**src/rtl/fetch_pkg.sv**
```systemverilog
`default_nettype none
// ============================================================================
// Module      : fetch_pkg
// Description : Shared types and constants for the fetch front end.
// Revision    : 1.0 - initial release
// ============================================================================
package fetch_pkg;

    localparam logic [31:0] NOP_INST   = 32'h00000033;
    localparam logic [2:0]  FUNC3_WORD = 3'b010;

    typedef struct packed {
        logic [31:0] pc;
        logic [31:0] inst;
    } fetch_entry_t;

endpackage
`default_nettype wire

```
**src/rtl/fetch_fifo.sv**
```systemverilog
`default_nettype none
// ============================================================================
// Module      : fetch_fifo
// Description : Synchronous FIFO of fetch entries; flush beats push and pop.
// Revision    : 1.0 - initial release
// ============================================================================
module fetch_fifo
    import fetch_pkg::*;
#(
    parameter int DEPTH = 4
) (
    input  logic                       clk,
    input  logic                       rst,
    input  logic                       push,
    input  fetch_entry_t               push_entry,
    input  logic                       pop,
    input  logic                       flush,
    output fetch_entry_t               head_entry,
    output logic [$clog2(DEPTH+1)-1:0] count
);

    localparam int PTR_W = $clog2(DEPTH);
    localparam int CNT_W = $clog2(DEPTH + 1);

    logic [PTR_W-1:0] wr_ptr_q, wr_ptr_d;
    logic [PTR_W-1:0] rd_ptr_q, rd_ptr_d;
    logic [CNT_W-1:0] count_q, count_d;
    logic             do_push, do_pop;
    fetch_entry_t     mem_q [DEPTH];

    always_comb begin
        do_pop   = pop && (count_q != '0);
        // A full queue still accepts a push when the head leaves in the same cycle.
        do_push  = push && ((count_q != CNT_W'(DEPTH)) || do_pop);
        wr_ptr_d = wr_ptr_q;
        rd_ptr_d = rd_ptr_q;
        count_d  = count_q;
        if (flush) begin
            wr_ptr_d = '0;
            rd_ptr_d = '0;
            count_d  = '0;
        end else begin
            if (do_push) wr_ptr_d = wr_ptr_q + PTR_W'(1);
            if (do_pop)  rd_ptr_d = rd_ptr_q + PTR_W'(1);
            if (do_push && !do_pop)      count_d = count_q + CNT_W'(1);
            else if (do_pop && !do_push) count_d = count_q - CNT_W'(1);
        end
    end

    always_ff @(posedge clk or negedge rst) begin
        if (!rst) begin
            wr_ptr_q <= '0;
            rd_ptr_q <= '0;
            count_q  <= '0;
        end else begin
            wr_ptr_q <= wr_ptr_d;
            rd_ptr_q <= rd_ptr_d;
            count_q  <= count_d;
        end
    end

    always_ff @(posedge clk) begin
        if (!flush && do_push) mem_q[wr_ptr_q] <= push_entry;
    end

    assign head_entry = mem_q[rd_ptr_q];
    assign count      = count_q;

endmodule
`default_nettype wire

```
**src/rtl/fetch_prefetch_queue.sv**
```systemverilog
`default_nettype none
// ============================================================================
// Module      : fetch_prefetch_queue
// Description : Fetch front end with prefetch queue and unified-port arbiter.
//               Optional same-cycle head bypass: FETCH_BYPASS_EN.
// Revision    : 1.0 - initial release
// ============================================================================
module fetch_prefetch_queue
    import fetch_pkg::*;
#(
    parameter int          ADDR_W   = 8,
    parameter int          DEPTH    = 4,
    parameter logic [31:0] RESET_PC = 32'h0
) (
    input  logic                       clk,
    input  logic                       rst,
    output logic [ADDR_W-1:0]          mem_addr,
    output logic                       mem_rd,
    output logic                       mem_wr,
    output logic [2:0]                 mem_func3,
    output logic [31:0]                mem_wdata,
    input  logic [31:0]                mem_rdata,
    input  logic                       d_req,
    input  logic                       d_we,
    input  logic [2:0]                 d_func3,
    input  logic [ADDR_W-1:0]          d_addr,
    input  logic [31:0]                d_wdata,
    output logic [31:0]                d_rdata,
    input  logic                       redirect,
    input  logic [31:0]                redirect_pc,
    input  logic                       halt,
    output logic                       if_valid,
    output logic [31:0]                if_inst,
    output logic [31:0]                if_pc,
    input  logic                       if_ready,
    output logic [$clog2(DEPTH+1)-1:0] q_count
);

    localparam int CNT_W = $clog2(DEPTH + 1);

    logic [31:0]      fetch_pc_q, fetch_pc_d;
    logic             started_q, started_d;
    logic [CNT_W-1:0] count;
    fetch_entry_t     head_entry, push_entry;
    logic             q_valid, room, fetch_en, bypass, q_push, q_pop;

    always_comb begin
        q_valid  = (count != '0);
        q_pop    = q_valid && if_ready;
        room     = (count != CNT_W'(DEPTH)) || q_pop;
        // started_q keeps the port idle while reset is asserted.
        fetch_en = started_q && !d_req && !redirect && !halt && room;
`ifdef FETCH_BYPASS_EN
        bypass   = fetch_en && !q_valid;
`else
        bypass   = 1'b0;
`endif
        q_push          = fetch_en && !(bypass && if_ready);
        push_entry.pc   = fetch_pc_q;
        push_entry.inst = mem_rdata;

        started_d  = 1'b1;
        fetch_pc_d = fetch_pc_q;
        if (redirect)      fetch_pc_d = {redirect_pc[31:2], 2'b00};
        else if (fetch_en) fetch_pc_d = fetch_pc_q + 32'd4;
    end

    always_comb begin
        mem_addr  = '0;
        mem_rd    = 1'b0;
        mem_wr    = 1'b0;
        mem_func3 = 3'b000;
        if (d_req) begin
            mem_addr  = d_addr;
            mem_rd    = !d_we;
            mem_wr    = d_we;
            mem_func3 = d_func3;
        end else if (fetch_en) begin
            mem_addr  = fetch_pc_q[ADDR_W-1:0];
            mem_rd    = 1'b1;
            mem_func3 = FUNC3_WORD;
        end
    end

    always_comb begin
        if_valid = q_valid || bypass;
        if_inst  = NOP_INST;
        if_pc    = '0;
        if (q_valid) begin
            if_inst = head_entry.inst;
            if_pc   = head_entry.pc;
        end else if (bypass) begin
            if_inst = mem_rdata;
            if_pc   = fetch_pc_q;
        end
    end

    always_ff @(posedge clk or negedge rst) begin
        if (!rst) begin
            fetch_pc_q <= RESET_PC;
            started_q  <= 1'b0;
        end else begin
            fetch_pc_q <= fetch_pc_d;
            started_q  <= started_d;
        end
    end

    fetch_fifo #(
        .DEPTH (DEPTH)
    ) u_fifo (
        .clk        (clk),
        .rst        (rst),
        .push       (q_push),
        .push_entry (push_entry),
        .pop        (q_pop),
        .flush      (redirect),
        .head_entry (head_entry),
        .count      (count)
    );

    assign q_count   = count;
    assign d_rdata   = mem_rdata;
    assign mem_wdata = d_wdata;

endmodule
`default_nettype wire

```
**config.mk**
```make
export PLATFORM = sky130hd
export DESIGN_NAME = fetch_prefetch_queue
export DESIGN_NICKNAME = d
export VERILOG_FILES = /design/src/rtl/fetch_pkg.sv /design/src/rtl/fetch_fifo.sv /design/src/rtl/fetch_prefetch_queue.sv
export SDC_FILE = /design/constraint.sdc
export NUM_CORES = 1
export LEC_CHECK = 0
export BUFFER_PORTS_ARGS = -buffer_cell sky130_fd_sc_hd__buf_2
export CAP_MARGIN = 20
export CORE_MARGIN = 2
export CORE_UTILIZATION = 45
export CTS_BUF_LIST = sky130_fd_sc_hd__clkbuf_4
export CTS_CLUSTER_DIAMETER = 30
export DETAILED_ROUTE_END_ITERATION = 16
export MAX_ROUTING_LAYER = met4
export PLACE_DENSITY = 0.68
export SLEW_MARGIN = 20
export SYNTH_ARGS = -nofsm -noshare
export SYNTH_HDL_FRONTEND = slang
export SYNTH_SLANG_ARGS = --single-unit
```
**constraint.sdc**
```tcl
create_clock -name clk -period 7.16 [get_ports clk]
set_clock_uncertainty 0.15 [all_clocks]
set_input_delay 0.716 -clock clk [delete_from_list [all_inputs] [get_ports clk]]
set_output_delay 0.716 -clock clk [all_outputs]
set_load 0.02 [all_outputs]
```
==> results.py, run 1 <==
metrics = {
    "status": {
        "status": "finished, final reports clean",
    },
    "sta": {
        "relSlewSlack_pct": 30.14,
        "hold_viol": 0,
        "fin_setup_tns_ns": 0,
        "post-route-min-period_ns": 4.165,
        "post-route-period-util_pct": 58.17,
        "fmax_mhz": 240.1,
        "setup_viol": 0,
        "worst_pin_slew_ns": 1.043,
        "drv_slew": 0,
        "fin_ws_ns": 2.995,
        "rsz0062_at_grt": "false",
    },
    "routing": {
        "wire_per_inst_um": 18.75,
        "antenna_left": 0,
        "route.detailed.drc": 0,
        "dr.pass1.iters": 4,
        "drt_wl_total_um": 24750,
        "vias": 7016,
        "vias_per_cell": 5.315,
        "first_iter_violations": 478,
    },
    "power_and_ir_drop": {
        "p_total_uw": 4566,
        "vdd_drop_max_v": 0.0001532,
        "leakagePower_uw": 0.005178,
        "power_density_nw_per_um2": 325.3,
    },
    "worst_setup_path": {
        "worstSetupEndpointType": "primary output",
        "cp.arrival_ns": 3.30,
        "r2r_cells": 8,
        "worst_setup_path_start_kind": "flip-flop",
        "path_max_fanout": 62,
        "path_class": "flip-flop to primary output",
        "worstPathRequired_ns": 6.29,
    },
    "global_routing": {
        "grt_max_degree": 64,
        "grt_pass1_wl_um": 38820,
        "grt_pass1_vias": 7264,
        "overflow": 0,
        "track_usage_pct": 18.27,
        "grt_antenna_before_repair": 2,
    },
    "synth": {
        "yosys-top-cells-area": "edfxtp_1 (61%), mux4_2 (11%), dfrtp_1 (7.8%)",
        "synth_edf_count": 248,
        "syn_inst": 751,
        "syn_avg_cell_area_um2": 16.31,
        "synthFlopType": "edfxtp_1",
        "ys_seq_elements": 286,
        "async_reset_ff_share_pct": 13.29,
        "yosysSeqAreaShare_pct": 68.56,
        "synth_warnings": 0,
        "yosys.area.top_type_share_pct": 60.80,
        "syn-cell-area_um2": 12250,
        "ys_types": 49,
        "yosysTopAreaCell": "edfxtp_1",
    },
    "clocking": {
        "cts_max_path_buffers": 3,
        "cts.reportedPaths.clkPinSlew_ns": 0.06,
        "htree_levels": 3,
        "clock_latency_ns": 0.65,
        "cts_tree": "yes",
        "cts-root-buf": "clkbuf_4",
        "numCtsBuffers": 77,
        "cts_resized": 0,
        "postCtsSetupBuffers": 0,
        "cts_hold_buf": 0,
        "cts.sinks": 286,
    },
    "place": {
        "place_congestion": 0.7967,
        "dp_hpwl_um": 14070,
        "portBuffers": 190,
        "dp_slack_ns": 3.059,
    },
    "final_layout": {
        "fill_cells": 2284,
        "final_cell_mix": "edfxtp_1 (248), buf_2 (190), clkbuf_4 (111)",
        "seq_area_um2": 8406,
        "multi_input_area_um2": 3167,
        "drive_gt1_share_pct": 40.02,
        "nets": 1040,
        "final_common_cell": "edfxtp_1",
        "syn2layout_area_growth_pct": 14.59,
    },
    "die": {
        "fp.coreArea_um2": 26880,
        "start_util_pct": 45.58,
        "die-height_um": 169.0,
        "rows": 60,
        "die_w_um": 169.0,
        "die_area_um2": 28560,
        "ios": 259,
    },
    "job": {
        "max-cap-violations": 0,
    },
    "hold_path": {
        "hold_class": "input port to async pin",
    },
}
logic make-up after synthesis:
logic type	share of synthesized area, %
AO/OA/AOI/OAI	4.495
XOR/XNOR	0.2861
adder cells (fa/ha/maj)	0.6742
buffers and inverters	5.740
flip-flops	68.56
multiplexers	11.64
other	0.06131
AND/OR/NAND/NOR	8.540
through the flow:
stage                     hold WS, ns  instance area, um^2  instances  utilization [%]
after floorplan                0.2704                12250        752                -
after global placement         0.4009                13010       1182            48.42
after detailed placement       0.4125                13010       1182            48.42
after CTS                     0.02835                14030       1318            52.20
after global routing          0.05659                14040       1320            52.23
final                         0.05385                14040       1320            52.23
sequential cells by signal, indices dropped and copies added, names as in the netlist:
name and flops:
fetch_pc_q 30, started_q 1, u_fifo.count 3, u_fifo.mem_q 248, u_fifo.rd_ptr_q 2, u_fifo.wr_ptr_q 2
final cells by class:
cell class | instances | area share [%]
Sequential cell | 286 | 59.89
Multi-Input combinational cell | 350 | 22.56
Timing Repair Buffer | 192 | 6.882
Clock buffer | 111 | 5.937
Tap cell | 341 | 3.040
Clock inverter | 25 | 1.301
Inverter | 13 | 0.3566
Antenna cell | 2 | 0.03566
report_power, final:
part	internal [uW]	leakage (uW)	total, uW	switching, uW
Combinational	483	0.00186	1130	645
Sequential	1860	0.00271	1980	120
Clock	823	0.000606	1450	632
final timing paths:
kind,slack [ns],endpoint,from
max,3.00,if_pc[29],u_fifo.count[0]
min,0.05,fetch_pc_q[24],rst
max reg2reg,3.58,u_fifo.count[2],u_fifo.count[0]
min reg2reg,0.42,u_fifo.wr_ptr_q[0],u_fifo.wr_ptr_q[0]
max in group asynchronous,6.10,u_fifo.rd_ptr_q[1],rst
min in group clk,0.12,fetch_pc_q[4],redirect_pc[4]
worst max-delay path: stages, from the launching register on:
cell and delay, ns:
dfrtp_1 0.44, nor3_1 0.69, clkinv_2 0.92, and2_1 0.44, buf_2 0.17
Yosys cell counts, types with 2 or more instances:
library cell  count
nor2_1           21
nand2_1          49
a41oi_1           4
a31oi_1           8
conb_1            2
or2_2             4
or3_1             2
and3_1            7
ha_1              5
a221o_1           3
mux2i_1           3
o21ai_0          23
nand4_1          11
dfrtp_1          38
nor3_1            2
o211ai_1          8
clkbuf_1         23
nor4_1            3
buf_4            67
a21oi_1           5
and2_1           72
o311ai_0         13
inv_1            12
a22o_1            3
edfxtp_1        248
nand3_1          16
xor2_1            2
xnor2_1           2
buf_2            12
a32oi_1           3
mux4_2           62
layer usage:
| layer | GRT usage (%) | up-vias | wire length [um] |
|---|---|---|---|
| met4 | 6.838 | 0 | 417 |
| met1 | 23.89 | 3476 | 10770 |
| met5 | - | - | 0 |
| met2 | 28.15 | 269 | 12030 |
| met3 | 4.302 | 38 | 1525 |
| li1 | - | 3233 | - |
Power figures use the tool's default switching activity.
==> inputs of run 2 (changes only) <==
--- a/config.mk
+++ b/config.mk
@@ -5,6 +5,7 @@
 export SDC_FILE = /design/constraint.sdc
 export NUM_CORES = 1
 export LEC_CHECK = 0
+export ABC_AREA = 1
 export BUFFER_PORTS_ARGS = -buffer_cell sky130_fd_sc_hd__buf_2
 export CAP_MARGIN = 20
 export CORE_MARGIN = 2
@@ -13,7 +14,7 @@
 export CTS_CLUSTER_DIAMETER = 30
 export DETAILED_ROUTE_END_ITERATION = 16
 export MAX_ROUTING_LAYER = met4
-export PLACE_DENSITY = 0.68
+export PLACE_DENSITY = 0.7
 export SLEW_MARGIN = 20
 export SYNTH_ARGS = -nofsm -noshare
 export SYNTH_HDL_FRONTEND = slang
==> constraint.sdc (replaced) <==
create_clock -name clk -period 3.55 [get_ports clk]
set_clock_uncertainty 0.15 [all_clocks]
set_input_delay 0.355 -clock clk [delete_from_list [all_inputs] [get_ports clk]]
set_output_delay 0.355 -clock clk [all_outputs]
set_load 0.02 [all_outputs]
==> results.py, run 2 <==
metrics = {
    "hold_path": {
        "hold_depth": 3,
        "hold_class": "input port to flip-flop",
        "min_from": "redirect",
        "whs_endpoint": "fetch_pc_q[9]",
    },
    "die": {
        "fp.coreArea_um2": 27930,
        "start_util_pct": 46.01,
        "die_w_um": 173.0,
        "ios": 259,
        "rows": 61,
        "die-height_um": 173.0,
        "die_area_um2": 29930,
    },
    "sta": {
        "drv_slew": 0,
        "rsz0062_at_grt": "false",
        "fin_ws_ns": 0.4040,
        "setup_viol": 0,
        "worst_pin_slew_ns": 0.9350,
        "post-route-min-period_ns": 3.146,
        "relSlewSlack_pct": 37.67,
        "fmax_mhz": 317.9,
        "post-route-period-util_pct": 88.62,
        "hold_viol": 0,
    },
    "routing": {
        "drt_wl_total_um": 30040,
        "wire_per_inst_um": 15.73,
        "antenna_left": 0,
        "first_iter_violations": 546,
        "route.detailed.drc": 0,
        "vias_per_cell": 4.969,
        "vias": 9486,
        "dr.pass1.iters": 7,
    },
    "global_routing": {
        "grtUsageMet3_pct": 3.958,
        "gr-usage-met1_pct": 24.86,
        "grt_antenna_before_repair": 1,
        "grt_use_met2_pct": 33.65,
        "grt_max_degree": 126,
        "overflow": 0,
        "grt_pass1_wl_um": 46920,
        "track_usage_pct": 20.40,
        "gr-max-usage-layer": "met2",
        "grt_pass1_vias": 9209,
    },
    "clocking": {
        "numCtsBuffers": 78,
        "cts.reportedPaths.clkPinSlew_ns": 0.06,
        "clock_latency_ns": 0.67,
        "cts.sinks": 286,
        "cts_max_path_buffers": 3,
        "htree_levels": 3,
        "cts_tree": "yes",
        "cts-root-buf": "clkbuf_4",
    },
    "power_and_ir_drop": {
        "power_density_nw_per_um2": 658.7,
        "leakagePower_uw": 0.006110,
        "vdd_drop_max_v": 0.0004076,
        "p_total_uw": 10100,
    },
    "synth": {
        "syn_inst": 1242,
        "yosys.area.top_type_share_pct": 57.94,
        "yosysSeqAreaShare_pct": 65.34,
        "synthFlopType": "edfxtp_1",
        "ys_types": 33,
        "synth_warnings": 0,
        "synth_commonest_cells": "nor2_1 (295), edfxtp_1 (248), nand2_1 (180), o21ai_0 (137), buf_4 (69)",
        "syn-cell-area_um2": 12850,
        "yosysTopAreaCell": "edfxtp_1",
        "async_reset_ff_share_pct": 13.29,
        "synthMostInstantiatedCell": "nor2_1",
        "yosys-top-cells-area": "edfxtp_1 (58%), nor2_1 (8.6%), dfrtp_1 (7.4%)",
        "ys_seq_elements": 286,
        "synth_edf_count": 248,
        "syn_avg_cell_area_um2": 10.35,
    },
    "final_layout": {
        "final_common_cell": "nor2_1",
        "final_cell_mix": "nor2_1 (291), edfxtp_1 (248), buf_2 (190)",
        "syn2layout_area_growth_pct": 19.29,
        "nets": 1588,
        "multi_input_area_um2": 3476,
        "largest-register": "u_fifo.mem_q",
        "design_area_um2": 15330,
        "drive_gt1_share_pct": 22.48,
        "seq_area_um2": 8403,
        "fill_cells": 2435,
        "largest_reg_flops": 248,
    },
    "job": {
        "max-cap-violations": 0,
    },
    "worst_setup_path": {
        "worst_setup_path_start_kind": "flip-flop",
        "reg2reg_slack_ns": 1.31,
        "path_max_fanout": 25,
        "critPathTopFamily": "buffers and inverters",
        "worstSetupEndpointType": "primary output",
        "r2r_cells": 10,
        "critPathMaxStageDelay_ns": 0.45,
        "worstPathRequired_ns": 3.04,
        "cp_cell_sequence": "nor2_2 -> nand2_2 -> inv_2 -> buf_4 -> a21oi_1 -> buf_2",
        "worst-path-buf-inv": 3,
        "path_class": "flip-flop to primary output",
        "cp.arrival_ns": 2.64,
        "r2r_end": "u_fifo.count[2]",
        "slowest_stage": "inv_2",
        "reg2reg_from": "u_fifo.count[2]",
    },
    "place": {
        "place_congestion": 0.9031,
        "portBuffers": 190,
        "dp_slack_ns": 0.8631,
        "dp_hpwl_um": 17200,
        "dpl_cell_area_um2": 13720,
    },
    "status": {
        "status": "finished, final reports clean",
    },
}
==> run 2: power by group <==
group	switching [uW]	internal, uW	total, uW
sequential	143	3770	3920
combinational	2430	983	3420
clock	1350	1420	2770
total	3920	6180	10100
==> run 2: worst register-to-register path, stage by stage, from the launching register on <==
cell and delay [ns]:
dfrtp_1 0.40, inv_2 0.09, nor2_1 0.05, nand2_1 0.12, nand2_4 0.24, inv_1 0.67
nand2_1 0.15, nand2_1 0.11, nand2_1 0.05, nand3_1 0.06, nand2_1 0.05
==> run 2: routing by layer <==
layer	part of all wire (%)	vias up	wire length, um
li1	-	4633	-
met4	2.1	0	632
met1	43	4439	12850
met3	5.8	69	1745
met5	0	-	0
met2	49	345	14810
==> run 2: layout make-up <==
cell class,count,area share (%)
diodes,1,0.01632
flip-flops and latches,286,54.80
clock inverters,42,1.404
clock buffers,100,4.896
inverters,66,1.624
multi-input cells,769,22.67
repair buffers,267,11.51
well taps,378,3.084
==> run 2: cell families (layout without fill, tap and decap cells) <==
logic type               count (synthesis)  count (layout)  synth area share, %
AND/OR/NAND/NOR                        516             516                15.76
flip-flops                             286             286                65.34
AO/OA/AOI/OAI                          230             230                9.364
buffers and inverters                  188             475                7.885
XOR/XNOR                                14              14               0.9540
adder cells (fa/ha/maj)                  6               6               0.6425
other                                    2               4              0.05843
==> run 2: how the worst max path moves through the flow <==
| stage | to | cells past startpoint | startpoint |
|---|---|---|---|
| after CTS | if_inst[10] | 6 | u_fifo.count[0] |
| after floorplan | u_fifo.mem_q[0][0] | 6 | u_fifo.count[2] |
| after global placement | u_fifo.count[2] | 11 | redirect |
| after detailed placement | u_fifo.count[2] | 11 | redirect |
| after global routing | if_inst[13] | 6 | u_fifo.count[0] |
| final | if_inst[10] | 6 | u_fifo.count[0] |
==> run 2: repair_timing <==
item,4_1_cts,5_1_grt
setup endpoints to repair,0,0
hold buffers,64,0
hold endpoints to repair,199,0
gates resized for setup,0,0
setup buffers,0,0
==> run 2: through the flow <==
step / hold slack [ns] / util [%] / TNS, ns / std cells
floorplan: -0.09059 / - / -165.93 / 1243
global placement: 0.3603 / 49.13 / 0 / 1702
detailed placement: 0.3671 / 49.13 / 0 / 1702
CTS: 0.01604 / 54.88 / 0 / 1908
global route: 0.05934 / 54.89 / 0 / 1909
finish: 0.08616 / 54.89 / 0 / 1909
==> inputs of run 3 (changes only) <==
--- a/config.mk
+++ b/config.mk
@@ -15,6 +15,7 @@
 export DETAILED_ROUTE_END_ITERATION = 16
 export MAX_ROUTING_LAYER = met4
 export PLACE_DENSITY = 0.7
+export RECOVER_POWER = 100
 export SLEW_MARGIN = 20
 export SYNTH_ARGS = -nofsm -noshare
 export SYNTH_HDL_FRONTEND = slang
==> results.py, run 3 (same netlist as run 2, synthesis figures left out) <==
metrics = {
    "power_and_ir_drop": {
        "leakagePower_uw": 0.005665,
        "power.net_switching_uw": 3932,
        "power_density_nw_per_um2": 660.6,
        "vdd_drop_max_v": 0.0004048,
        "pwr-share-comb_pct": 32.9,
        "p_seq_share_pct": 39.3,
        "p_clk_share_pct": 27.8,
        "swShare_pct": 39.47,
        "intPower_uw": 6030,
    },
    "routing": {
        "dr.pass1.iters": 6,
        "drt_wl_total_um": 30070,
        "vias_per_cell": 4.951,
        "vias": 9451,
        "first_iter_violations": 514,
        "antenna_left": 0,
        "wire_per_inst_um": 15.75,
        "route.detailed.drc": 0,
    },
    "worst_setup_path": {
        "critical_path_depth": 5,
        "worst-path-buf-inv": 3,
        "worst_setup_path_start_kind": "flip-flop",
        "worstSetupEndpointType": "primary output",
        "r2r_cells": 6,
        "critPathTopFamily": "buffers and inverters",
        "critPathMaxStageDelay_ns": 0.52,
        "path_max_fanout": 44,
        "worstPathRequired_ns": 3.04,
        "cp_cell_sequence": "inv_2 -> buf_4 -> o21ai_0 -> a21oi_1 -> clkbuf_1",
        "slowest_stage": "inv_2",
        "startpoint": "u_fifo.rd_ptr_q[0]",
        "cp.arrival_ns": 2.75,
        "reg2reg_from": "u_fifo.count[2]",
        "path_class": "flip-flop to primary output",
    },
    "job": {
        "max-cap-violations": 5,
    },
    "sta": {
        "relSlewSlack_pct": -50.98,
        "drv_slew": 291,
        "fmax_mhz": 307.3,
        "worst_pin_slew_ns": 2.265,
        "rsz0062_at_grt": "false",
        "setup_viol": 0,
        "post-route-min-period_ns": 3.254,
        "fin_setup_tns_ns": 0,
        "post-route-period-util_pct": 91.65,
        "whs_ns": 0.07092,
        "hold_viol": 0,
    },
    "global_routing": {
        "grt_antenna_before_repair": 1,
        "grt_pass1_wl_um": 46920,
        "grt_max_degree": 126,
        "track_usage_pct": 20.40,
        "grt_pass1_vias": 9209,
        "overflow": 0,
    },
    "final_layout": {
        "final_cell_mix": "nor2_1 (294), edfxtp_1 (248), nand2_1 (181)",
        "largest-register": "u_fifo.mem_q",
        "largest_reg_flops": 248,
        "fill_cells": 2521,
        "syn2layout_area_growth_pct": 17.32,
        "final_common_cell": "nor2_1",
        "finalNonFillerCells": 1909,
        "drive_gt1_share_pct": 13.53,
        "fin_util_pct": 53.98,
        "design_area_um2": 15080,
        "nets": 1588,
    },
    "status": {
        "status": "finished, violations left",
        "violations": "max-capacitance violations, max-slew violations",
    },
    "die": {
        "start_util_pct": 46.01,
        "die-height_um": 173.0,
        "die_area_um2": 29930,
        "die_w_um": 173.0,
        "fp.coreArea_um2": 27930,
        "ios": 259,
        "rows": 61,
    },
    "hold_path": {
        "hold_class": "input port to flip-flop",
        "hold_depth": 3,
        "min_from": "redirect",
    },
    "clocking": {
        "clock_latency_ns": 0.67,
        "numCtsBuffers": 78,
        "cts_max_path_buffers": 3,
        "postCtsSetupBuffers": 0,
        "cts.reportedPaths.clkPinSlew_ns": 0.05,
        "htree_levels": 3,
        "cts_tree": "yes",
        "cts.sinks": 286,
        "cts-root-buf": "clkbuf_4",
    },
    "place": {
        "place_congestion": 0.9031,
        "dp_hpwl_um": 17200,
        "portBuffers": 190,
        "dpl_cell_area_um2": 13720,
        "post-place-cells": 1702,
    },
}
==> run 3: layout make-up <==
class                   count  area, um^2  area share [%]
clock buffers             100       750.7           4.978
repair buffers            267        1536           10.19
multi-input cells         769        3451           22.88
well taps                 378       473.0           3.136
clock inverters            42       215.2           1.427
inverters                  66       247.7           1.643
flip-flops and latches    286        8403           55.73
diodes                      1       2.502         0.01659
==> run 3: worst min-delay path: cells and delay by family <==
kind	cells	cell delay, ns
buffers and inverters	1	0.28
AND/OR/NAND/NOR	1	0.12
AO/OA/AOI/OAI	1	0.07
==> run 3: worst paths after layout <==
path                                  endpoint  slack [ns]
hold / removal                   fetch_pc_q[9]        0.07
hold reg to reg                u_fifo.count[2]        0.36
setup reg to reg           u_fifo.mem_q[1][51]        0.46
setup / recovery                   if_inst[10]        0.30
max in group asynchronous   u_fifo.rd_ptr_q[0]        0.88
min in group asynchronous       fetch_pc_q[27]        0.75
==> run 3: timing repair <==
action,CTS,global route
endpoints found under the setup margin,0,0
hold endpoints to repair,199,0
hold buffers,64,0
resized for setup,0,0
==> run 3: through the flow <==
step / power (uW) / worst slack (ns)
after floorplan: 6209 / -0.6691
after global placement: 7355 / 0.8714
after CTS: 10220 / 0.2974
final: 9962 / 0.2964
after detailed placement: 7390 / 0.8631
after global routing: 10550 / 0.1115
==> run 3: layer usage <==
layer	up-vias	part of all wire [%]	global-route usage, %
met4	0	2.3	7.980
met1	4409	43	24.86
met5	-	0	-
met2	340	49	33.65
li1	4630	-	-
met3	72	5.8	3.958
==> run 3: power by group through the flow <==
| stage | logic, uW | registers (uW) | clock network, uW |
|---|---|---|---|
| after floorplan | 2270 | 3940 | 0 |
| after global placement | 3380 | 3980 | 0 |
| after detailed placement | 3410 | 3980 | 0 |
| after CTS | 3470 | 3910 | 2840 |
| after global routing | 3600 | 3930 | 3020 |
| final | 3280 | 3920 | 2760 |
